--- src/rtl/wb_dma_qchan_pkg.sv ---
// ============================================================================
// wb_dma_qchan_pkg : shared state encoding and defaults for the Q-channel ctrl
// Revision: 1.0
// ============================================================================
`default_nettype none

package wb_dma_qchan_pkg;

  typedef enum logic [2:0] {
    ST_RUN     = 3'd0,
    ST_DRAIN   = 3'd1,
    ST_SAVE    = 3'd2,
    ST_STOP    = 3'd3,
    ST_RESTORE = 3'd4,
    ST_DENY    = 3'd5
  } qchan_state_e;

  localparam int DEF_NUM_CH      = 8;
  localparam int DEF_SYNC_STAGES = 2;
  localparam int DEF_DRAIN_MAX   = 256;
  localparam int DEF_RESTORE_CYC = 2;

endpackage

`default_nettype wire

--- src/rtl/wb_dma_qchan_sync.sv ---
// ============================================================================
// wb_dma_qchan_sync : qreqn synchroniser chain, resets high; 0 stages = wire
// Revision: 1.0
// ============================================================================
`default_nettype none

module wb_dma_qchan_sync
  import wb_dma_qchan_pkg::*;
#(
  parameter int SYNC_STAGES = DEF_SYNC_STAGES
) (
  input  logic clk_i,
  input  logic rst_i,
  input  logic d_i,
  output logic q_o
);

  generate
    if (SYNC_STAGES == 0) begin : g_bypass
      assign q_o = d_i;
    end else begin : g_chain
      logic [SYNC_STAGES-1:0] sync_q;

      always_ff @(posedge clk_i or posedge rst_i) begin
        if (rst_i) begin
          sync_q <= '1;
        end else begin
          sync_q[0] <= d_i;
          for (int i = 1; i < SYNC_STAGES; i++) begin
            sync_q[i] <= sync_q[i-1];
          end
        end
      end

      assign q_o = sync_q[SYNC_STAGES-1];
    end
  endgenerate

endmodule

`default_nettype wire

--- src/rtl/wb_dma_qchan_ctrl.sv ---
// ============================================================================
// wb_dma_qchan_ctrl : Q-channel quiescence/retention controller for WB DMA.
// Optional wake/timeout deny path enabled by macro QCHAN_DENY_EN.
// Revision: 1.0
// ============================================================================
`default_nettype none

module wb_dma_qchan_ctrl
  import wb_dma_qchan_pkg::*;
#(
  parameter int NUM_CH      = DEF_NUM_CH,
  parameter int SYNC_STAGES = DEF_SYNC_STAGES,
  parameter int DRAIN_MAX   = DEF_DRAIN_MAX,
  parameter int RESTORE_CYC = DEF_RESTORE_CYC
) (
  input  logic              clk_i,
  input  logic              rst_i,
  input  logic              qreqn,
  input  logic [NUM_CH-1:0] ch_busy,
  input  logic              wake_i,
  output logic              qacceptn,
  output logic              qdeny,
  output logic [NUM_CH-1:0] ch_pause,
  output logic              pr_save,
  output logic              pr_restore
);

  localparam int RCNT_W = (RESTORE_CYC < 2) ? 1 : $clog2(RESTORE_CYC + 1);
  localparam logic [RCNT_W-1:0] RCNT_LAST = RCNT_W'(RESTORE_CYC - 1);

  logic              qreqn_s;
  qchan_state_e      state_q;
  logic              acc_n_q;
  logic              deny_q;
  logic [NUM_CH-1:0] pause_q;
  logic              save_q;
  logic              restore_q;
  logic [RCNT_W-1:0] rcnt_q;

  wb_dma_qchan_sync #(
    .SYNC_STAGES(SYNC_STAGES)
  ) u_sync (
    .clk_i(clk_i),
    .rst_i(rst_i),
    .d_i  (qreqn),
    .q_o  (qreqn_s)
  );

`ifdef QCHAN_DENY_EN
  localparam int CNT_W = $clog2(DRAIN_MAX + 1);
  localparam logic [CNT_W-1:0] CNT_LAST = CNT_W'(DRAIN_MAX - 1);
  localparam logic [CNT_W-1:0] CNT_SAT  = CNT_W'(DRAIN_MAX);

  logic [CNT_W-1:0] cnt_q;
  logic [CNT_W-1:0] cnt_d;

  assign cnt_d = (cnt_q == CNT_SAT) ? cnt_q : cnt_q + CNT_W'(1);
`else
  logic unused_wake;
  assign unused_wake = wake_i;
`endif

  // qreqn_s release in DRAIN is checked first so qdeny/qacceptn can only
  // change state while the request is still held low.
  always_ff @(posedge clk_i or posedge rst_i) begin
    if (rst_i) begin
      state_q   <= ST_RUN;
      acc_n_q   <= 1'b1;
      deny_q    <= 1'b0;
      pause_q   <= '0;
      save_q    <= 1'b0;
      restore_q <= 1'b0;
      rcnt_q    <= '0;
`ifdef QCHAN_DENY_EN
      cnt_q     <= '0;
`endif
    end else begin
      save_q <= 1'b0;
      case (state_q)
        ST_RUN: begin
          if (!qreqn_s) begin
            state_q <= ST_DRAIN;
            pause_q <= '1;
`ifdef QCHAN_DENY_EN
            cnt_q   <= '0;
`endif
          end
        end
        ST_DRAIN: begin
`ifdef QCHAN_DENY_EN
          cnt_q <= cnt_d;
`endif
          if (qreqn_s) begin
            state_q <= ST_RUN;
            pause_q <= '0;
`ifdef QCHAN_DENY_EN
          end else if (wake_i) begin
            state_q <= ST_DENY;
            deny_q  <= 1'b1;
            pause_q <= '0;
`endif
          end else if (!(|ch_busy)) begin
            state_q <= ST_SAVE;
            save_q  <= 1'b1;
`ifdef QCHAN_DENY_EN
          end else if (cnt_q == CNT_LAST) begin
            state_q <= ST_DENY;
            deny_q  <= 1'b1;
            pause_q <= '0;
`endif
          end
        end
        ST_SAVE: begin
          if (qreqn_s) begin
            state_q   <= ST_RESTORE;
            restore_q <= 1'b1;
            rcnt_q    <= '0;
          end else begin
            state_q <= ST_STOP;
            acc_n_q <= 1'b0;
          end
        end
        ST_STOP: begin
          if (qreqn_s) begin
            state_q   <= ST_RESTORE;
            restore_q <= 1'b1;
            rcnt_q    <= '0;
          end
        end
        ST_RESTORE: begin
          if (rcnt_q == RCNT_LAST) begin
            state_q   <= ST_RUN;
            restore_q <= 1'b0;
            acc_n_q   <= 1'b1;
            pause_q   <= '0;
          end else begin
            rcnt_q <= rcnt_q + RCNT_W'(1);
          end
        end
`ifdef QCHAN_DENY_EN
        ST_DENY: begin
          if (qreqn_s) begin
            state_q <= ST_RUN;
            deny_q  <= 1'b0;
          end
        end
`endif
        default: state_q <= ST_RUN;
      endcase
    end
  end

  assign qacceptn   = acc_n_q;
  assign qdeny      = deny_q;
  assign ch_pause   = pause_q;
  assign pr_save    = save_q;
  assign pr_restore = restore_q;

endmodule

`default_nettype wire

--- config.mk ---
export PLATFORM = sky130hd
export DESIGN_NAME = wb_dma_qchan_ctrl
export DESIGN_NICKNAME = d
export VERILOG_FILES = /design/src/rtl/wb_dma_qchan_pkg.sv /design/src/rtl/wb_dma_qchan_sync.sv /design/src/rtl/wb_dma_qchan_ctrl.sv
export SDC_FILE = /design/constraint.sdc
export NUM_CORES = 1
export LEC_CHECK = 0
export BUFFER_PORTS_ARGS = -buffer_cell sky130_fd_sc_hd__buf_4
export CORE_AREA = 2 2 39 41
export CTS_CLUSTER_DIAMETER = 60
export DETAILED_ROUTE_END_ITERATION = 8
export DIE_AREA = 0 0 41 43
export PLACE_DENSITY = 0.71
export RECOVER_POWER = 25
export SKIP_LAST_GASP = 1
export SYNTH_ARGS = -nofsm -noshare
export SYNTH_HDL_FRONTEND = slang
export SYNTH_HIERARCHICAL = 1
export SYNTH_SLANG_ARGS = --single-unit
--- constraint.sdc ---
create_clock -name clk_i -period 2.3 [get_ports clk_i]
set_clock_uncertainty 0.05 [all_clocks]
set_input_delay 0.115 -clock clk_i [delete_from_list [all_inputs] [get_ports clk_i]]
set_output_delay 0.115 -clock clk_i [all_outputs]
set_load 0.02 [all_outputs]
======== Word-level counts from Yosys, hierarchy flattened ========
Cells that the tools add are included.
storage, ports and cells
  ROM bits ................................ 0
  memories kept ........................... 0
  register bits after elaboration ......... 18
  memory bits (writable) .................. 0
  latch bits .............................. 0
  input port bits ......................... 12
  output and inout bits ................... 12
operators by class
  $add $sub $neg .......................... 1
  mux-type cells .......................... 23
  order comparisons ....................... 0
  reductions and logical operators ........ 11
  eq/ne operators ......................... 13
  $mul .................................... 0
  shift operators ......................... 0
  bitwise logic cells ..................... 0
  divide/modulo/power cells ............... 0
operators by type and width
  kind                 number
  $mux 8               3
  $pmux 8 s3           1
  $mux 3               6
  $pmux 3 s5           1
  $reduce_and 3->1     3
  $ne 2x2->1 const B   4
  $reduce_and 4->1     2
  $reduce_or 8->1      1
  $mux 1               7
  $eq 3x2->1 const B   2
  $ne 2x1->1 const B   3
  $mux 2               2
  $pmux 1 s2           2
  $pmux 2 s2           1
  $reduce_bool 2->1    2
  $eq 3x1->1 const B   1
  $eq 3x3->1 const B   1
  $logic_not 3->1      1
  $ne 3x2->1 const B   1
  $reduce_bool 3->1    1
  $add 2x1->2 const B  1
  $eq 2x1->1 const B   1
  $reduce_or 2->1      1

======== Logic depth before layout (Yosys ltp) ========
  depth in word-level cells ............... 4
  mapped depth ............................ 5
  mapped depth without buffers ............ 5

======== By module ========
The synthesis kept the hierarchy.
by module, submodules not included
  module             cells an instance  area an instance (um^2)  instances
  wb_dma_qchan_ctrl  48                 493.0                    1
  wb_dma_qchan_sync  3                  56.3                     1

======== Worst setup path before layout ========
OpenSTA, ideal clock, no wires.
  path kind ............................... register to register
  from .................................... register rcnt_q[0]
  to ...................................... register rcnt_q[1]
  stages on the path, launching flop included .. 5
  period minus slack after synthesis ...... 1.477 ns
  arrival time ............................ 1.303 ns
  setup time .............................. 0.125 ns
  slack ................................... 0.823 ns
  cells stage by stage .................... dfrtp_1 ha_1 or4b_4 a21bo_4 o22ai_1
between the ends
  cells in the longest elaborated chain, start to end .. 3
  elaborated cells between the ends (all ways) .. 6
  those cells by class .................... add/sub: 1; eq/ne: 2; mux: 2; reduce/logical: 1
ends and longest elaborated chain
  element                                                line                                                text
  start, declared                                        wb_dma_qchan_ctrl.sv:38                             logic [RCNT_W-1:0] rcnt_q;
  start signal, assigned                                 wb_dma_qchan_ctrl.sv:137                            rcnt_q <= rcnt_q + RCNT_W'(1);
  $add 2x1->2 / $eq 2x1->1 (equally long branches)       wb_dma_qchan_ctrl.sv:137, wb_dma_qchan_ctrl.sv:131
  $mux 2 / $ne 2x2->1 (equally long branches)            n/a
  $pmux 2 s2 / $reduce_and 3->1 (equally long branches)  n/a
Parallel ways exist; a longest one is shown, timed or not. The select of a mux whose other input is x is not followed.
A chain may end at the register's enable or synchronous reset.

======== Worst setup path in the final report ========
Ends and elaborated chain as after synthesis.

==> results by group <==
Global route
  – Residual overflow from global routing: 0
  – Via count of the first global-routing pass: approximately 390
  – Largest net degree at the start of global routing: 10
  – Initial antenna violation count: 0
  – First-pass GRT wire length: about 1.5 mm
  – Total global routing track utilization: 13.4%

Power
  – Total power consumption of the routed design: roughly 0.42 mW
  – Power Dens Cells: between 600 and 700 mW/mm²
  – Maximum resistive drop on vdd: around 0.43 mV
  – Static leakage: approximately 0.34 nW

Place
  – Worst setup slack after placement: around 760 ps
  – Weighted congestion at the end of routability-driven global placement: 0.652
  – Half-perimeter wire length after placement: roughly 730 µm
  – Number of buffers inserted by port buffering: 21

Finish
  – Number of nets in the layout: just over 80
  – Post-layout util: just over 50%
  – Fraction of layout cells with a size suffix above 1: a little under half
  – Number of diodes added for antenna fixing: 0
  – Fill cell count: around 130
  – FF/Latch Area: 279 µm²
  – Total area of multi-input combinational cells: 184 µm²
  – Synth-to-layout area growth: 27.8%

Critical path
  – Maximum single-stage delay on the critical path: roughly 500 ps
  – Nature of the critical path endpoint: flip-flop
  – Maximum net fanout on the critical path: 3
  – Crit Path Category: reg -> reg
  – Cell-by-cell trace of the critical path: ha_1 > or4b_4 > a21bo_4 > o22ai_1
  – Critical Path Start Type: flip-flop
  – Slowest library cell on the worst path: sky130_fd_sc_hd__or4b_4
  – Crit path DAT: 1640 ps
  – Data required, critical path: between 2000 and 2500 ps

CTS
  – H-Tree Level Count: 1
  – Post-cts sizing count: 0
  – TritonCTS sink count: 11
  – Number of buffers added by the clock tree synthesis step: 3
  – Buffer depth of the longest clock path: 2
  – Clock network latency to the later pin of the worst-skew pair: 260 ps
  – Clock tree from TritonCTS: done
  – Clock transition at the registers of the reported paths: ~70 ps
  – Master cell of the clock root buffer: sky130_fd_sc_hd__clkbuf_4

Yosys
  – Fraction of the mapped netlist area in compound gates: 13.9%
  – Sequential-to-total area share from yosys stat: between 50% and 60%
  – Post-Synthesis Net Count: 64
  – Post-synthesis simple-gate area fraction: between 10% and 20%
  – Synthesized cell area: about 550 µm²
  – Largest family of logic cells by synthesized area: buffers and inverters
  – Synth Warn #: 8
  – Average instance area after synthesis: about 11 µm²
  – Adder-Cell Fraction of Synth Area: 2.28%
  – Multiplexer area fraction after synthesis: 1.82%
  – Synth Area in XOR/XNOR: 0%
  – Number of cells produced by synthesis: 51
  – Number of synthesized register bits: 11
  – Unique cell type count in the Yosys netlist: 23

Die
  – Chip Width: roughly 41 µm
  – Core area: ~0.0014 mm²
  – Ports: 24
  – Initial standard-cell utilization of the core: about two fifths
  – Area of the die: 0.00176 mm²
  – Placement Rows: 14
  – Die height: 43 µm

Drt
  – Initial drt markers: 7
  – Final wirelength: 904 µm
  – Routed via count: 409
  – DR vias/cell: 4.81
  – Number of antenna-violating nets in the routed design: 0
  – Avg WL per Cell: 10.6 µm
  – TritonRoute pass-1 iters: 3
  – Count of unresolved DRC violations after routing: 0

Timing
  – Final number of setup-violating endpoints: 0
  – Final min period: 1540 ps
  – Worst slack on hold paths: around 86 ps
  – Fmax: approximately 650 MHz
  – Max-slew violation count: 0
  – Number of hold violations in the final report: 0
  – Final WS setup: about 760 ps
  – Crit share post-route: about two thirds
  – Setup TNS Final: 0 ps
  – Setup repair after global routing missed its margin: no

Job
  – Number of max-capacitance violations reported: 0

Worst hold path
  – Hold WC Path Type: in -> reg

Run status
  – Outcome: complete, no violations
-- routing by layer --
metal	GRT usage (%)	vias up	routed length, µm
met5	0	-	0
met4	4.00	0	0
met3	9.42	0	89
met2	20.6	16	476
met1	14.0	193	338
li1	-	200	-
-- kinds of logic after synthesis --
family	count (synthesis)
compound gates	10
fa+ha+maj	1
flops	11
mux	1
simple gates	14
buf+inv	13
other cells	1
-- cell type report --
type	instances	area share (%)
multi-input cells	27	26.2
flip-flops and latches	11	39.8
inverters	4	2.14
repair buffers	23	25.3
clock buffers	4	3.74
well taps	16	2.85
-- sequential cells by signal, indices dropped and copies added, names as in the netlist --
register               cells
ch_pause                   1
state_q                    3
u_sync/g_chain.sync_q      2
pr_save                    1
qacceptn                   1
pr_restore                 1
rcnt_q                     2
-- worst max-delay path, delay by kind of cell, from the launching register on --
family	cells	cell delay (ps)
AOI/OAI and AO/OA	2	270
DFF	1	390
and+or+nand+nor	1	500
adders and majority gates	1	220
-- timing repair --
item | 4_1_cts | 5_1_grt
setup buffers | 0 | 0
hold buffers | 2 | 0
hold endpoints to repair | 11 | 0
-- worst paths after layout --
kind                       slack (ps)  depth (start not counted)                startpoint                  endpoint
min reg2reg                       310                          0  u_sync/g_chain.sync_q[0]  u_sync/g_chain.sync_q[1]
min                                90                          4                ch_busy[2]                   pr_save
min in group asynchronous         320                          3                     rst_i                   pr_save
max in group asynchronous        1580                          3                     rst_i                  qacceptn
max reg2reg                       760                          4                 rcnt_q[0]                 rcnt_q[1]
max                               760                          4                 rcnt_q[0]                 rcnt_q[1]
-- cells in the final DEF, fill, tap and decap left out, drive strengths merged --
cell,instances
nor3,1
nand2,2
mux2i,1
dfrtp,8
a21bo,1
buf,19
o21ai,4
or4b,1
dfstp,3
o22a,1
a21oi,1
and3b,1
and2b,1
or2,1
nor4,2
conb,1
nor2,5
ha,1
inv,4
o31a,1
a41oi,1
clkbuf,6
o22ai,1
dlygate4sd3,2
-- cell usage after synthesis --
| cell | n | share of area, % |
|---|---|---|
| sky130_fd_sc_hd__buf_4 | 8 | 11 |
| sky130_fd_sc_hd__and2b_2 | 1 | 1.6 |
| sky130_fd_sc_hd__nor3_1 | 1 | 0.91 |
| sky130_fd_sc_hd__o21ai_0 | 4 | 3.6 |
| sky130_fd_sc_hd__conb_1 | 1 | 0.68 |
| sky130_fd_sc_hd__nor2_1 | 5 | 3.4 |
| sky130_fd_sc_hd__mux2i_1 | 1 | 1.8 |
| sky130_fd_sc_hd__ha_1 | 1 | 2.3 |
| sky130_fd_sc_hd__a41oi_1 | 1 | 1.6 |
| sky130_fd_sc_hd__a21oi_1 | 1 | 0.91 |
| sky130_fd_sc_hd__and3b_1 | 1 | 1.6 |
| sky130_fd_sc_hd__nor4_1 | 2 | 2.3 |
| sky130_fd_sc_hd__a21bo_4 | 1 | 3.0 |
| sky130_fd_sc_hd__or4b_4 | 1 | 2.5 |
| sky130_fd_sc_hd__nand2_1 | 2 | 1.4 |
| sky130_fd_sc_hd__dfstp_2 | 3 | 14 |
| sky130_fd_sc_hd__o22a_2 | 1 | 1.8 |
| sky130_fd_sc_hd__inv_1 | 4 | 2.7 |
| sky130_fd_sc_hd__dfrtp_1 | 8 | 36 |
| sky130_fd_sc_hd__buf_6 | 1 | 2.0 |
| sky130_fd_sc_hd__o22ai_1 | 1 | 1.1 |
| sky130_fd_sc_hd__o31a_2 | 1 | 1.8 |
| sky130_fd_sc_hd__or2_2 | 1 | 1.1 |
-- metrics by stage --
| stage | instances | cell area [µm²] |
|---|---|---|
| detailed placement | 79 | 656 |
| global route | 85 | 702 |
| global placement | 79 | 656 |
| floorplan | 51 | 549 |
| finish | 85 | 702 |
| CTS | 85 | 702 |
-- power by group --
| group | internal, mW | switching [mW] | total [mW] | leakage (nW) |
|---|---|---|---|---|
| Sequential | 0.202 | 0.00839 | 0.210 | 0.139 |
| Combinational | 0.0415 | 0.0427 | 0.0843 | 0.189 |
| Clock | 0.0671 | 0.0606 | 0.128 | 0.0150 |
| Total | 0.310 | 0.112 | 0.422 | 0.343 |
No activity file was read; power rests on OpenSTA's default activity.
